`src/rtl/rtc_read_seq_pkg.sv`:
```
// -----------------------------------------------------------------------------
// rtc_read_seq_pkg
// Constants shared by the RTC bus sequencers (read and write): the RTC
// register addresses, the bus frame length and the frame counter indices at
// which each strobe/drive event takes place.
// No ports (package).
// -----------------------------------------------------------------------------
package rtc_read_seq_pkg;

  localparam int CONT_W    = 6;   // frame counter width, holds 0..39
  localparam int IDX_W     = 2;   // register index width, holds 0..2
  localparam int FRAME_LEN = 40;

  // RTC register addresses
  localparam logic [7:0] ADDR_SEG  = 8'h21;
  localparam logic [7:0] ADDR_MIN  = 8'h22;
  localparam logic [7:0] ADDR_HORA = 8'h23;

  // Value left on the bus whenever we are not driving an address
  localparam logic [7:0] BUS_IDLE  = 8'hFF;

  localparam logic [CONT_W-1:0] CONT_LAST = CONT_W'(FRAME_LEN - 1);
  localparam logic [IDX_W-1:0]  IDX_LAST  = 2'd2;

  // Frame event indices: each is the first cont value at which the change
  // is visible on the pins.
  localparam logic [CONT_W-1:0] EV_AD_LO   = 6'd1;   // address latch low
  localparam logic [CONT_W-1:0] EV_CS_LO   = 6'd2;   // chip select, address phase
  localparam logic [CONT_W-1:0] EV_WR_LO   = 6'd3;
  localparam logic [CONT_W-1:0] EV_DRIVE   = 6'd4;   // address onto the bus
  localparam logic [CONT_W-1:0] EV_WR_HI   = 6'd9;
  localparam logic [CONT_W-1:0] EV_CS_HI   = 6'd10;
  localparam logic [CONT_W-1:0] EV_AD_HI   = 6'd11;
  localparam logic [CONT_W-1:0] EV_RELEASE = 6'd13;  // stop driving the bus
  localparam logic [CONT_W-1:0] EV_CS_LO2  = 6'd21;  // chip select, data phase
  localparam logic [CONT_W-1:0] EV_RD_LO   = 6'd22;
  localparam logic [CONT_W-1:0] EV_SAMPLE  = 6'd28;  // last cycle with rd low
  localparam logic [CONT_W-1:0] EV_RD_HI   = 6'd29;
  localparam logic [CONT_W-1:0] EV_CS_HI2  = 6'd30;

  typedef enum logic {
    ST_IDLE = 1'b0,
    ST_RUN  = 1'b1
  } state_t;

  // Address read in each frame of a burst: seg, min, hora.
  function automatic logic [7:0] read_addr(input logic [IDX_W-1:0] idx);
    case (idx)
      2'd0:    return ADDR_SEG;
      2'd1:    return ADDR_MIN;
      default: return ADDR_HORA;
    endcase
  endfunction

endpackage

```
`src/rtl/rtc_bus_frame.sv`:
```
// -----------------------------------------------------------------------------
// rtc_bus_frame
// Pure decode of one 40-cycle RTC bus frame: given the frame counter and the
// register address, produces the strobe levels, bus drive value/enable and
// the ADin sample qualifier for that cycle. Holds no state.
// Ports:
//   i_cont   frame counter 0..39
//   i_addr   RTC register address for this frame
//   o_ad/o_cs/o_wr/o_rd  active-low RTC strobes
//   o_dout   bus drive value (8'hFF when not driving)
//   o_oe     bus drive enable
//   o_sample high in the cycle whose closing edge captures ADin
// -----------------------------------------------------------------------------
module rtc_bus_frame
  import rtc_read_seq_pkg::*;
(
  input  logic [CONT_W-1:0] i_cont,
  input  logic [7:0]        i_addr,
  output logic              o_ad,
  output logic              o_cs,
  output logic              o_wr,
  output logic              o_rd,
  output logic [7:0]        o_dout,
  output logic              o_oe,
  output logic              o_sample
);

  logic w_addr_phase;
  logic w_cs_addr;
  logic w_cs_data;

  assign w_addr_phase = (i_cont >= EV_DRIVE)  && (i_cont < EV_RELEASE);
  assign w_cs_addr    = (i_cont >= EV_CS_LO)  && (i_cont < EV_CS_HI);
  assign w_cs_data    = (i_cont >= EV_CS_LO2) && (i_cont < EV_CS_HI2);

  // The wr window (3..8) and the rd window (22..28) are disjoint, and the
  // drive window (4..12) ends well before rd falls, so bus contention is
  // impossible by construction.
  assign o_ad     = !((i_cont >= EV_AD_LO) && (i_cont < EV_AD_HI));
  assign o_cs     = !(w_cs_addr || w_cs_data);
  assign o_wr     = !((i_cont >= EV_WR_LO) && (i_cont < EV_WR_HI));
  assign o_rd     = !((i_cont >= EV_RD_LO) && (i_cont < EV_RD_HI));
  assign o_oe     = w_addr_phase;
  assign o_dout   = w_addr_phase ? i_addr : BUS_IDLE;
  assign o_sample = (i_cont == EV_SAMPLE);

endmodule

```
`src/rtl/rtc_read_seq.sv`:
```
// -----------------------------------------------------------------------------
// rtc_read_seq
// Reads seconds, minutes and hours from a multiplexed-bus RTC as one burst
// of three 40-cycle frames, then publishes all three bytes at once.
// Ports:
//   clock, reset        system clock (rising edge), async active-low reset
//   start               level request; a fresh rising edge launches a burst
//   ADin                RTC bus read value
//   ADout, ADoe         RTC bus drive value and drive enable
//   ad, cs, wr, rd      active-low RTC strobes
//   seg, min, hora      captured RTC bytes, updated together with done
//   busy                high while a burst is in progress
//   done                one-cycle pulse when a burst completes
// -----------------------------------------------------------------------------
module rtc_read_seq
  import rtc_read_seq_pkg::*;
(
  input  logic       clock,
  input  logic       reset,
  input  logic       start,
  input  logic [7:0] ADin,
  output logic [7:0] ADout,
  output logic       ADoe,
  output logic       ad,
  output logic       cs,
  output logic       wr,
  output logic       rd,
  output logic [7:0] seg,
  output logic [7:0] min,
  output logic [7:0] hora,
  output logic       busy,
  output logic       done
);

  state_t            r_state;
  logic [CONT_W-1:0] r_cont;
  logic [IDX_W-1:0]  r_idx;
  logic              r_start;
  logic              r_start_d;
  logic              r_armed;
  logic              r_sample;
  logic [7:0]        r_shadow [3];

  state_t            w_state_nxt;
  logic [CONT_W-1:0] w_cont_nxt;
  logic [IDX_W-1:0]  w_idx_nxt;
  logic              w_launch;
  logic              w_frame_end;
  logic              w_burst_end;
  logic              w_run_nxt;
  logic [7:0]        w_addr_nxt;
  logic              w_ad;
  logic              w_cs;
  logic              w_wr;
  logic              w_rd;
  logic              w_oe;
  logic              w_sample;
  logic [7:0]        w_dout;

  // r_armed only sets once start has actually been seen low after reset, so
  // a start held high across reset release cannot look like a new edge.
  assign w_launch    = (r_state == ST_IDLE) && r_armed && r_start && !r_start_d;
  assign w_frame_end = (r_cont == CONT_LAST);
  assign w_burst_end = (r_state == ST_RUN) && w_frame_end && (r_idx == IDX_LAST);

  always_comb begin
    // NOTE: every signal gets a default before the case so no path leaves it
    // unassigned, which would otherwise infer a latch.
    w_state_nxt = r_state;
    w_cont_nxt  = r_cont;
    w_idx_nxt   = r_idx;
    case (r_state)
      ST_IDLE: begin
        if (w_launch) begin
          w_state_nxt = ST_RUN;
          w_cont_nxt  = '0;
          w_idx_nxt   = '0;
        end
      end
      ST_RUN: begin
        if (w_frame_end) begin
          w_cont_nxt = '0;
          if (r_idx == IDX_LAST) begin
            w_state_nxt = ST_IDLE;
            w_idx_nxt   = '0;
          end else begin
            w_idx_nxt = r_idx + 1'b1;
          end
        end else begin
          w_cont_nxt = r_cont + 1'b1;
        end
      end
    endcase
  end

  assign w_run_nxt  = (w_state_nxt == ST_RUN);
  assign w_addr_nxt = read_addr(w_idx_nxt);

  // The frame is decoded from the next counter value so that the registered
  // pins line up exactly with the cont value held in the same cycle.
  rtc_bus_frame u_frame (
    .i_cont   (w_cont_nxt),
    .i_addr   (w_addr_nxt),
    .o_ad     (w_ad),
    .o_cs     (w_cs),
    .o_wr     (w_wr),
    .o_rd     (w_rd),
    .o_dout   (w_dout),
    .o_oe     (w_oe),
    .o_sample (w_sample)
  );

  always_ff @(posedge clock or negedge reset) begin
    if (!reset) begin
      r_state   <= ST_IDLE;
      r_cont    <= '0;
      r_idx     <= '0;
      r_start   <= 1'b0;
      r_start_d <= 1'b0;
      r_armed   <= 1'b0;
      r_sample  <= 1'b0;
      // NOTE: the shadow bytes are cleared on reset so an aborted burst can
      // never leak partial data into a later publish.
      for (int i = 0; i < 3; i++) r_shadow[i] <= '0;
      ad    <= 1'b1;
      cs    <= 1'b1;
      wr    <= 1'b1;
      rd    <= 1'b1;
      ADoe  <= 1'b0;
      ADout <= BUS_IDLE;
      busy  <= 1'b0;
      done  <= 1'b0;
      seg   <= '0;
      min   <= '0;
      hora  <= '0;
    end else begin
      // NOTE: non-blocking assignments throughout, so every flop samples the
      // pre-edge values regardless of statement order.
      r_start   <= start;
      r_start_d <= r_start;
      if (!start) r_armed <= 1'b1;

      r_state <= w_state_nxt;
      r_cont  <= w_cont_nxt;
      r_idx   <= w_idx_nxt;

      // Outside a burst the pins are forced to their idle levels.
      ad       <= w_run_nxt ? w_ad   : 1'b1;
      cs       <= w_run_nxt ? w_cs   : 1'b1;
      wr       <= w_run_nxt ? w_wr   : 1'b1;
      rd       <= w_run_nxt ? w_rd   : 1'b1;
      ADoe     <= w_run_nxt && w_oe;
      ADout    <= w_run_nxt ? w_dout : BUS_IDLE;
      r_sample <= w_run_nxt && w_sample;

      busy <= w_run_nxt;
      done <= w_burst_end;

      if (r_sample) r_shadow[r_idx] <= ADin;

      // All three bytes switch on the same edge as done.
      if (w_burst_end) begin
        seg  <= r_shadow[0];
        min  <= r_shadow[1];
        hora <= r_shadow[2];
      end
    end
  end

endmodule

```
`config.mk`:
```
export PLATFORM = sky130hd
export DESIGN_NAME = rtc_read_seq
export DESIGN_NICKNAME = d
export VERILOG_FILES = /design/src/rtl/rtc_read_seq_pkg.sv /design/src/rtl/rtc_bus_frame.sv /design/src/rtl/rtc_read_seq.sv
export SDC_FILE = /design/constraint.sdc
export NUM_CORES = 1
export LEC_CHECK = 0
export BUFFER_PORTS_ARGS = -buffer_cell sky130_fd_sc_hd__buf_2
export CORE_ASPECT_RATIO = 1.4
export CORE_MARGIN = 4
export CORE_UTILIZATION = 47
export DETAILED_ROUTE_END_ITERATION = 12
export GPL_ROUTABILITY_DRIVEN = 0
export GPL_TIMING_DRIVEN = 0
export HOLD_SLACK_MARGIN = 0.15
export PLACE_DENSITY = 0.68
export SYNTH_ARGS = -nofsm -noshare
export SYNTH_HDL_FRONTEND = slang
export SYNTH_HIERARCHICAL = 1
export SYNTH_SLANG_ARGS = --single-unit
```
`constraint.sdc`:
```
create_clock -name clock -period 3.1 [get_ports clock]
set_clock_uncertainty 0.2 [all_clocks]
set_input_delay 0.465 -clock clock [delete_from_list [all_inputs] [get_ports clock]]
set_output_delay 0.465 -clock clock [all_outputs]
set_load 0.05 [all_outputs]
```
==> metrics.txt <==
cell count after synthesis 221; status finished clean; final setup violation count 0; routed len/inst 16.1 um; commonest cells after routing, fill and taps aside dfrtp_1, buf_2, mux2_2; number of setup buffers added after CTS 0; CP Buf/Inv Count 1; starting density of the core 49.1%; Avg Vias per Cell 5.30; Setup crit end ADout[1]$_DFF_PN1_; top post-synthesis cells by area dfrtp_1, mux2_2, dfstp_2; Critical Path Start Type flip-flop; Die H 104 um; Layout Nets 300; ys flop type dfrtp_1; number of CTS-inserted buffers 9; Max Freq 351 MHz; Hold Buf Count CTS 2; # IOs 50; cells resized by post-CTS repair 0; Max stage delay cell, worst path dfrtp_1; Yosys Warn Count 6; critical path's top delay family simple AND/OR/NAND/NOR gates; clock latency on the worst-skew pair 0.33 ns; Post-synth EDFFs 0; R2R cell count 8; first-pass GRT wire length 9700 um; Max Slew Vio Count 0; Hold Crit Class primary input to flip-flop; Clock Path Buffers 2; Yosys cell types 48; Power Total 3280 uW; cell chain of the critical path ha_1 > and4bb_4 > a21boi_0 > a22o_1 > buf_2 > o211ai_2 > or2_1 > or3_1; Peak supply drop 454 uV; r2r setup slk 0.25 ns; clk slew on worst S/H paths 0.08 ns; Site Rows 34; r2r endpoint ADout[1]$_DFF_PN1_; root buffer cell clkbuf_8; GRT overflow 0; htree depth 3; Routed WL 5890 um; reg2reg start r_cont[0]$_DFF_PN0_; max_cap viols 0; die area 8010 um2; Crit. Startpoint r_cont[0]$_DFF_PN0_; Tot GR Track Use 15.6%; Iter 0 DRT Violations 126; routed via count 1,936; post-route minimum period 2.85 ns; Synth top area share 50.6%; PwrDens 874 nW/um2; PortBufs 49; Worst EP required 3.16 ns; Post-Place Cells 347; Yosys reg bits 75; Post-route DRC 0; Ant. Diodes 0; initial antenna violation count 0; crit path DAT 2.90 ns; Setup crit end kind flip-flop; WS Path Type flip-flop to flip-flop; Post-synth ARST share 100%; Avg Cell Area, Syn 14.1 um2; layout cell share with drive strength beyond 1 47.8%; core region area 6340 um2; worst stage delay on the critical path 0.41 ns; post-route antenna net violation count 0; largest net degree at the start of global routing 44; critical path peak fanout 10; endpoints failing hold 0; clk sinks 75; Die W 76.8 um; RSZ-0062 raised after global routing false; leading area contributor after synthesis dfrtp_1; CTS tree done; final worst-path cycle share 91.8%; Final Non-Filler Cells 365; Detail Placement HPWL 4020 um; FILL cells 500; Layout Area Growth over Synthesis 20.5%; vias in the first global route 1,970; DRT Pass-1 Iters 4; Sum Neg Setup Slack 0 ns; sequential-to-total area share from yosys stat 60.7%; WP depth 8; mapped cell area 3110 um2; commonest non-fill, non-tap cell in the layout dfrtp_1; leakage 0.00182 uW
[worst min-delay path by stage]
stage / to / depth (start not counted) / slack [ns] / from
after floorplan: ADoe$_DFF_PN0_ / 0 / -0.03 / reset
after global placement: r_start_d$_DFF_PN0_ / 0 / 0.17 / r_start$_DFF_PN0_
after detailed placement: r_start_d$_DFF_PN0_ / 0 / 0.17 / r_start$_DFF_PN0_
after CTS: r_shadow[5]$_DFFE_PN0P_ / 2 / 0.17 / ADin[5]
after global routing: r_shadow[6]$_DFFE_PN0P_ / 2 / 0.18 / ADin[6]
final: r_shadow[5]$_DFFE_PN0P_ / 2 / 0.19 / ADin[5]
[synthesized netlist by cell type (2+ instances only)]
| cell type | instances |
|---|---|
| a21boi_0 | 2 |
| a21oi_1 | 3 |
| a22o_1 | 6 |
| and2_1 | 3 |
| and3b_1 | 2 |
| buf_2 | 3 |
| buf_6 | 2 |
| clkbuf_1 | 3 |
| conb_1 | 2 |
| dfrtp_1 | 63 |
| dfstp_2 | 12 |
| inv_1 | 3 |
| mux2_2 | 48 |
| nand2_1 | 5 |
| nand3_1 | 2 |
| nor2_1 | 6 |
| nor3b_1 | 2 |
| o211ai_1 | 3 |
| o21ai_0 | 2 |
| or2_1 | 8 |
| or3_1 | 14 |
[registers in the layout, indices dropped and copies added (netlist names), 2 cells and up]
signal / flops
seg: 8
r_idx: 2
ADout: 8
hora: 8
r_shadow: 24
min: 8
r_cont: 6
[power by group]
group / internal, uW / switching [uW] / leakage [uW] / total, uW
sequential: 1200 / 107 / 0.000935 / 1300
clock: 542 / 346 / 0.000122 / 888
combinational: 456 / 631 / 0.000764 / 1090
[cells by family after synthesis]
group	count (synthesis)	share of synthesized area [%]
compound gates	23	5.75
xor+xnor	2	0.563
fa+ha+maj	2	0.763
buf+inv	13	2.65
flops	75	60.7
mux	50	18.2
other cells	2	0.241
simple gates	54	11.1
[area by class of cell]
type | instances | area [um2] | share of cell area (%)
buffer | 10 | 71.3 | 1.90
timing repair buffer | 52 | 288 | 7.67
clock buffer | 13 | 179 | 4.77
clock inverter | 3 | 67.6 | 1.80
multi-input combinational | 137 | 1150 | 30.8
inverter | 3 | 11.3 | 0.300
tap | 72 | 90.1 | 2.40
sequential | 75 | 1890 | 50.4
[per-layer routing]
| layer | GRT usage (%) | vias to the layer above | wire, um |
|---|---|---|---|
| met4 | 6.61 | 0 | 97 |
| met3 | 3.99 | 7 | 228 |
| met1 | 18.4 | 979 | 2460 |
| li1 | - | 913 | - |
| met2 | 26.7 | 37 | 3110 |
| met5 | 0 | - | 0 |
[stage by stage]
stage	setup slack [ns]	cell area (um2)	hold slack [ns]	util, %
after global routing	0.127	3750	0.183	59.2
after floorplan	0.407	3130	-0.0306	-
after global placement	0.353	3460	0.167	54.7
after CTS	0.268	3750	0.168	59.2
after detailed placement	0.276	3490	0.172	55.0
final	0.254	3750	0.191	59.2
Power figures use the tool's default switching activity.
